--- src/rtl/sieve_sched_pkg.sv ---
// Shared definitions for the segmented prime-sieve scheduler: data widths,
// default search window and segment size, and the scheduler state encoding.
package sieve_sched_pkg;

    // Width of every number, base and counter value.
    localparam int RANGE_W = 14;

    // Width of the bit offset inside one engine segment.
    localparam int SEG_W = 10;

    // Default search window (inclusive on both ends) and segment length.
    localparam int DEF_START   = 100;
    localparam int DEF_LIMIT   = 10000;
    localparam int DEF_SEG_LEN = 1000;

    // Scheduler states, in the order a run normally walks through them.
    typedef enum logic [2:0] {
        IDLE  = 3'd0,
        LOAD  = 3'd1,
        SIEVE = 3'd2,
        ADDR  = 3'd3,
        DATA  = 3'd4,
        EMIT  = 3'd5,
        NEXT  = 3'd6
    } state_e;

endpackage : sieve_sched_pkg

--- src/rtl/sieve_sched.sv ---
// Segmented prime-sieve scheduler. Hands consecutive segments of the search
// window to an external sieve engine, walks each finished bitmap one bit at a
// time and streams every prime found out over a valid/ready interface.
module sieve_sched #(
    parameter int RANGE_W = sieve_sched_pkg::RANGE_W,
    parameter int SEG_LEN = sieve_sched_pkg::DEF_SEG_LEN,
    parameter int SEG_W   = sieve_sched_pkg::SEG_W,
    parameter int START   = sieve_sched_pkg::DEF_START,
    parameter int LIMIT   = sieve_sched_pkg::DEF_LIMIT
) (
    input  logic               clk,
    input  logic               rst,
    input  logic               run,
    input  logic               abort,
    output logic               eng_start,
    output logic [RANGE_W-1:0] eng_base,
    input  logic               eng_done,
    output logic [SEG_W-1:0]   eng_rd_addr,
    input  logic               eng_rd_data,
    output logic               prime_valid,
    input  logic               prime_ready,
    output logic [RANGE_W-1:0] prime_data,
    output logic [RANGE_W-1:0] prime_cnt,
    output logic               busy,
    output logic               done
);

    import sieve_sched_pkg::*;

    // The last segment may run past LIMIT, so base+SEG_LEN must never wrap,
    // and a segment offset must be able to reach SEG_LEN-1.
    if (LIMIT + SEG_LEN >= (2 ** RANGE_W)) begin : g_range_too_small
        $error("sieve_sched: LIMIT+SEG_LEN does not fit in RANGE_W bits");
    end
    if (SEG_LEN > (2 ** SEG_W) || SEG_LEN < 1) begin : g_seg_w_too_small
        $error("sieve_sched: SEG_LEN does not fit in SEG_W offset bits");
    end
    if (START > LIMIT) begin : g_empty_window
        $error("sieve_sched: START must not exceed LIMIT");
    end

    localparam logic [RANGE_W-1:0] START_V   = RANGE_W'(START);
    localparam logic [RANGE_W-1:0] LIMIT_V   = RANGE_W'(LIMIT);
    localparam logic [RANGE_W-1:0] SEG_LEN_V = RANGE_W'(SEG_LEN);
    localparam logic [SEG_W-1:0]   LAST_OFF  = SEG_W'(SEG_LEN - 1);

    state_e             state_q, state_d;
    logic [RANGE_W-1:0] base_q, base_d;
    logic [SEG_W-1:0]   offset_q, offset_d;
    logic [RANGE_W-1:0] pdata_q, pdata_d;
    logic [RANGE_W-1:0] cnt_q, cnt_d;
    logic               done_q, done_d;

    // Number currently addressed: segment base plus bit offset, modulo 2^RANGE_W.
    logic [RANGE_W-1:0] cur_num;
    assign cur_num = base_q + RANGE_W'(offset_q);

    // State and datapath registers; rst wins over every other input.
    always_ff @(posedge clk) begin
        // NOTE: registers are updated with non-blocking assignments so every
        // flop samples the pre-edge values, independent of statement order.
        if (rst) begin
            state_q  <= IDLE;
            base_q   <= '0;
            offset_q <= '0;
            pdata_q  <= '0;
            cnt_q    <= '0;
            done_q   <= 1'b0;
        end else begin
            state_q  <= state_d;
            base_q   <= base_d;
            offset_q <= offset_d;
            pdata_q  <= pdata_d;
            cnt_q    <= cnt_d;
            done_q   <= done_d;
        end
    end

    // Next-state and next-datapath logic; abort overrides the state choice last.
    always_comb begin
        // NOTE: every signal gets a hold/idle default before the case so no
        // path through the block leaves one unassigned (no latch inference).
        state_d  = state_q;
        base_d   = base_q;
        offset_d = offset_q;
        pdata_d  = pdata_q;
        cnt_d    = cnt_q;
        done_d   = 1'b0;

        unique case (state_q)
            IDLE: begin
                if (run && !abort) begin
                    base_d   = START_V;
                    offset_d = '0;
                    cnt_d    = '0;
                    state_d  = LOAD;
                end
            end

            LOAD: begin
                state_d = SIEVE;
            end

            SIEVE: begin
                if (eng_done) begin
                    offset_d = '0;
                    state_d  = ADDR;
                end
            end

            ADDR: begin
                state_d = DATA;
            end

            DATA: begin
                if (eng_rd_data) begin
                    pdata_d = cur_num;
                    state_d = EMIT;
                end else begin
                    state_d = NEXT;
                end
            end

            EMIT: begin
                // A handshake in the same cycle as abort still counts.
                if (prime_ready) begin
                    cnt_d   = cnt_q + RANGE_W'(1);
                    state_d = NEXT;
                end
            end

            NEXT: begin
                // LIMIT is tested before the segment end so the last segment
                // is clipped and nothing past LIMIT is ever read.
                if (cur_num == LIMIT_V) begin
                    done_d  = 1'b1;
                    state_d = IDLE;
                end else if (offset_q == LAST_OFF) begin
                    base_d   = base_q + SEG_LEN_V;
                    offset_d = '0;
                    state_d  = LOAD;
                end else begin
                    offset_d = offset_q + SEG_W'(1);
                    state_d  = ADDR;
                end
            end

            default: begin
                state_d = IDLE;
            end
        endcase

        if (abort) begin
            state_d = IDLE;
            done_d  = 1'b0;
        end
    end

    // Outputs decoded from the registered state so they follow reset at once.
    assign eng_start   = (state_q == LOAD);
    assign prime_valid = (state_q == EMIT);
    assign busy        = (state_q != IDLE);
    assign eng_base    = base_q;
    assign eng_rd_addr = offset_q;
    assign prime_data  = pdata_q;
    assign prime_cnt   = cnt_q;
    assign done        = done_q;

endmodule : sieve_sched

--- config.mk ---
export PLATFORM = sky130hd
export DESIGN_NAME = sieve_sched
export DESIGN_NICKNAME = d
export VERILOG_FILES = /design/src/rtl/sieve_sched_pkg.sv /design/src/rtl/sieve_sched.sv
export SDC_FILE = /design/constraint.sdc
export NUM_CORES = 1
export LEC_CHECK = 0
export ABC_AREA = 1
export BUFFER_PORTS_ARGS = -buffer_cell sky130_fd_sc_hd__clkbuf_2
export CORE_AREA = 3 3 83 124
export DETAILED_ROUTE_END_ITERATION = 7
export DIE_AREA = 0 0 86 127
export MAX_ROUTING_LAYER = met4
export SYNTH_ARGS = -nofsm -noshare
export SYNTH_HDL_FRONTEND = slang
export SYNTH_SLANG_ARGS = --single-unit
--- constraint.sdc ---
create_clock -name clk -period 5.9 [get_ports clk]
set_input_delay 1.18 -clock clk [delete_from_list [all_inputs] [get_ports clk]]
set_output_delay 1.18 -clock clk [all_outputs]
set_load 0.1 [all_outputs]
==> flow_summary.toml <==
[detailed_routing]
via_count = 3670
first_pass_iters = 4
route.antenna.remaining_nets = 0
initialDrtViolationCount = 153
avgViaCountPerCell = 5.014
post_drt_wl_per_cell_um = 13.24
routed_wirelength_mm = 9.693
drc = 0

[final_layout]
finalCoreUtilization_pct = 45.42
layout_common_cells = "152 x sky130_fd_sc_hd__nand2_1, 76 x sky130_fd_sc_hd__inv_1, 60 x sky130_fd_sc_hd__clkbuf_2"
nNetsFinal = 639
share_of_final_layout_standard_cells_stronger_than_drive_strength_1_pct = 18.55
n_antenna_cell = 0
layout_commonest_cell = "sky130_fd_sc_hd__nand2_1"
layout-area-overhead-vs-synth_pct = 14.04
final_area_mm2 = 0.004228
fillCellCount = 1022
final_non_filler_cells = 732

[critical_path]
critical_path.reg2reg.startpoint = "eng_base[3]$_SDFFE_PP0P_"
timing.critical_path.to_type = "output port"
critical_path.startpoint_type = "flop"
critical_path.max_fanout = 4
cp_data_required_time_ns = 4.72
launching_element_of_the_worst_setup_path = "state_q[0]$_SDFFE_PP0P_"
cp_data_arrival_time_ns = 1.68
crit_type = "flop to output port"

[grt]
met1_usage_pct = 19.96
grt-ovfl-total = 0
grt_pass1_wl_mm = 16.12
grt_max_degree = 27
grt.total_usage_pct = 18.75
grt_pass1_vias = 3410
antenna_found_initial = 0
gr-usage-met3_pct = 2.065
grt-busiest-layer = "met2"
grt.met2_usage_pct = 35.03

[pwr]
power-per-cell-area_mw_per_mm2 = 204.7
p_total_mw = 0.8656
total_leakage_power_nw = 2.053
vdd_ir_drop_max_uv = 123.4

[yosys]
postSynthRegisterBits = 54
sequential_share_of_the_synthesized_area_pct = 29.16
synth.yosys.warnings = 0
syn-cell-area_mm2 = 0.003707
post_synth_inst_count = 566
synth_cell_types = 41
syn_area_per_cell_um2 = 6.550

[clocking]
cts_root_buffer = "sky130_fd_sc_hd__clkbuf_16"
cts_htree_levels = 2
clk_latency_ns = 0.30
cts_resized = 0
cts-root-to-sink-buffers = 2
cts.repair_timing.setup_buffer_count = 0
worst_setup_hold_path_clk_slew_ns = 0.08
cts_tree = "done"
tritoncts.num_buffers = 5
number_of_buffers_inserted_for_hold_repair_after_clock_tree_synthesis = 0
clock-sinks = 54

[floorplan]
die_w_um = 86
placementRows = 43
design.die.area_mm2 = 0.01092
floorplan.io_pins = 63
starting_density_pct = 39.83
core_region_area_mm2 = 0.009308
dieHeight_um = 127

[worst_hold_path]
hp-start = "prime_cnt[13]$_SDFFE_PP0P_"
min-delay-path-class = "flop to flop"

[timing]
timing.hold.ws_ns = 0.4612
fin_worst_skew_ns = 0.008516
number_of_pins_with_negative_max_slew_slack_in_the_final_report = 0
finalHoldViolCount = 0
setup_total_negative_slack_ns = 0
finalCriticalPeriod_ns = 2.857
crit_path_setup_slack_layout_ns = 3.043
min_period_over_period_pct = 48.42
max_slew.worst_pin.slew_ns = 0.6523
clock.fmax_ghz = 0.3500
rsz0062_at_grt = "no"
final_setup_violation_count = 0
slew_headroom_pct = 56.52

[placement]
finalWeightedCongestion = 0.9024
detailedPlacementHpwl_mm = 7.619
place_area_mm2 = 0.004050
number_of_buffers_inserted_by_port_buffering = 60
numPlacedInstances = 724
worst_slack_at_placement_ns = 2.722

[run]
maxCapViolCount = 0

[status]
outcome = "complete, no violations"
cell usage after synthesis:
library cell | n | area share [%]
sky130_fd_sc_hd__clkbuf_1 | 5 | 0.51
sky130_fd_sc_hd__a21oi_4 | 1 | 0.44
sky130_fd_sc_hd__nor4_1 | 2 | 0.34
sky130_fd_sc_hd__nor3_1 | 12 | 1.6
sky130_fd_sc_hd__nor3_2 | 2 | 0.54
sky130_fd_sc_hd__o211ai_1 | 10 | 2.0
sky130_fd_sc_hd__a21boi_0 | 1 | 0.20
sky130_fd_sc_hd__clkinv_1 | 1 | 0.10
sky130_fd_sc_hd__buf_4 | 5 | 1.0
sky130_fd_sc_hd__dfxtp_1 | 54 | 29
sky130_fd_sc_hd__buf_6 | 3 | 0.91
sky130_fd_sc_hd__nand2_4 | 8 | 2.4
sky130_fd_sc_hd__a31oi_1 | 1 | 0.17
sky130_fd_sc_hd__o21ai_0 | 10 | 1.4
sky130_fd_sc_hd__conb_1 | 1 | 0.10
sky130_fd_sc_hd__nand2_2 | 9 | 1.5
sky130_fd_sc_hd__nand2b_1 | 1 | 0.17
sky130_fd_sc_hd__nand4_2 | 1 | 0.34
sky130_fd_sc_hd__o21bai_1 | 1 | 0.20
sky130_fd_sc_hd__nor2_1 | 46 | 4.7
sky130_fd_sc_hd__inv_2 | 4 | 0.40
sky130_fd_sc_hd__a21oi_2 | 2 | 0.47
sky130_fd_sc_hd__buf_2 | 3 | 0.40
sky130_fd_sc_hd__a211oi_1 | 2 | 0.40
sky130_fd_sc_hd__a21oi_1 | 41 | 5.5
sky130_fd_sc_hd__o21a_1 | 2 | 0.40
sky130_fd_sc_hd__ha_1 | 13 | 4.4
sky130_fd_sc_hd__or2_2 | 1 | 0.17
sky130_fd_sc_hd__nor2_2 | 7 | 1.2
sky130_fd_sc_hd__o21ai_1 | 2 | 0.27
sky130_fd_sc_hd__and3_1 | 1 | 0.17
sky130_fd_sc_hd__inv_1 | 76 | 7.7
sky130_fd_sc_hd__xor2_1 | 13 | 3.1
sky130_fd_sc_hd__nor2_4 | 3 | 0.91
sky130_fd_sc_hd__xnor2_1 | 1 | 0.24
sky130_fd_sc_hd__nor2_8 | 1 | 0.54
sky130_fd_sc_hd__nand3_1 | 52 | 7.0
sky130_fd_sc_hd__nand4_1 | 7 | 1.2
sky130_fd_sc_hd__nand2_1 | 152 | 15
sky130_fd_sc_hd__a21boi_1 | 1 | 0.20
sky130_fd_sc_hd__nand3_2 | 8 | 2.2
state kept, by name, indices dropped and copies added (netlist names):
name and flops:
eng_base 12, done 1, prime_data 14, prime_cnt 14
eng_rd_addr 10, state_q 3
report_power, final:
part / internal [mW] / switching, mW / leakage [nW] / total (mW)
clock: 0.214 / 0.141 / 0.0875 / 0.354
sequential: 0.370 / 0.00837 / 0.436 / 0.378
combinational: 0.0300 / 0.103 / 1.53 / 0.133
per-layer routing:
layer / up-vias / wire, µm
li1: 1925 / -
met1: 1678 / 3886
met2: 51 / 5318
met3: 16 / 235
met4: 0 / 253
met5: - / 0
layout make-up:
cell class | instances | area [µm²] | share of cell area, %
well taps | 112 | 140.1 | 3.315
flip-flops and latches | 54 | 1081 | 25.57
multi-input cells | 417 | 2225 | 52.62
clock inverters | 2 | 38.79 | 0.9174
repair buffers | 60 | 300.3 | 7.103
clock buffers | 6 | 138.9 | 3.285
inverters | 81 | 304.0 | 7.191
worst max-delay path: stages (launching register included):
cell and delay [ns]:
sky130_fd_sc_hd__dfxtp_1 0.47, sky130_fd_sc_hd__inv_2 0.11, sky130_fd_sc_hd__nor2_1 0.16, sky130_fd_sc_hd__nand2_2 0.13, sky130_fd_sc_hd__inv_1 0.07, sky130_fd_sc_hd__clkbuf_2 0.44
cells by family (layout without fill, tap and decap cells):
logic type | after synthesis | after routing | share of synthesized area [%]
adders and majority gates | 13 | 13 | 4.388
xor gates and xnor gates | 14 | 14 | 3.308
and+or+nand+nor | 313 | 313 | 40.33
buffers and inverters | 97 | 149 | 11.04
other | 1 | 3 | 0.1012
DFF | 54 | 54 | 29.16
AOI/OAI and AO/OA | 74 | 74 | 11.68
path summary, 6_finish.rpt:
| path | end | slack [ns] | cells after the start |
|---|---|---|---|
| hold / removal | prime_cnt[13]$_SDFFE_PP0P_ | 0.46 | 1 |
| setup / recovery | prime_valid | 3.04 | 5 |
| setup reg to reg | eng_base[6]$_SDFFE_PP0P_ | 3.28 | 14 |
| hold reg to reg | prime_cnt[13]$_SDFFE_PP0P_ | 0.46 | 1 |
No activity file was read; power rests on OpenSTA's default activity.
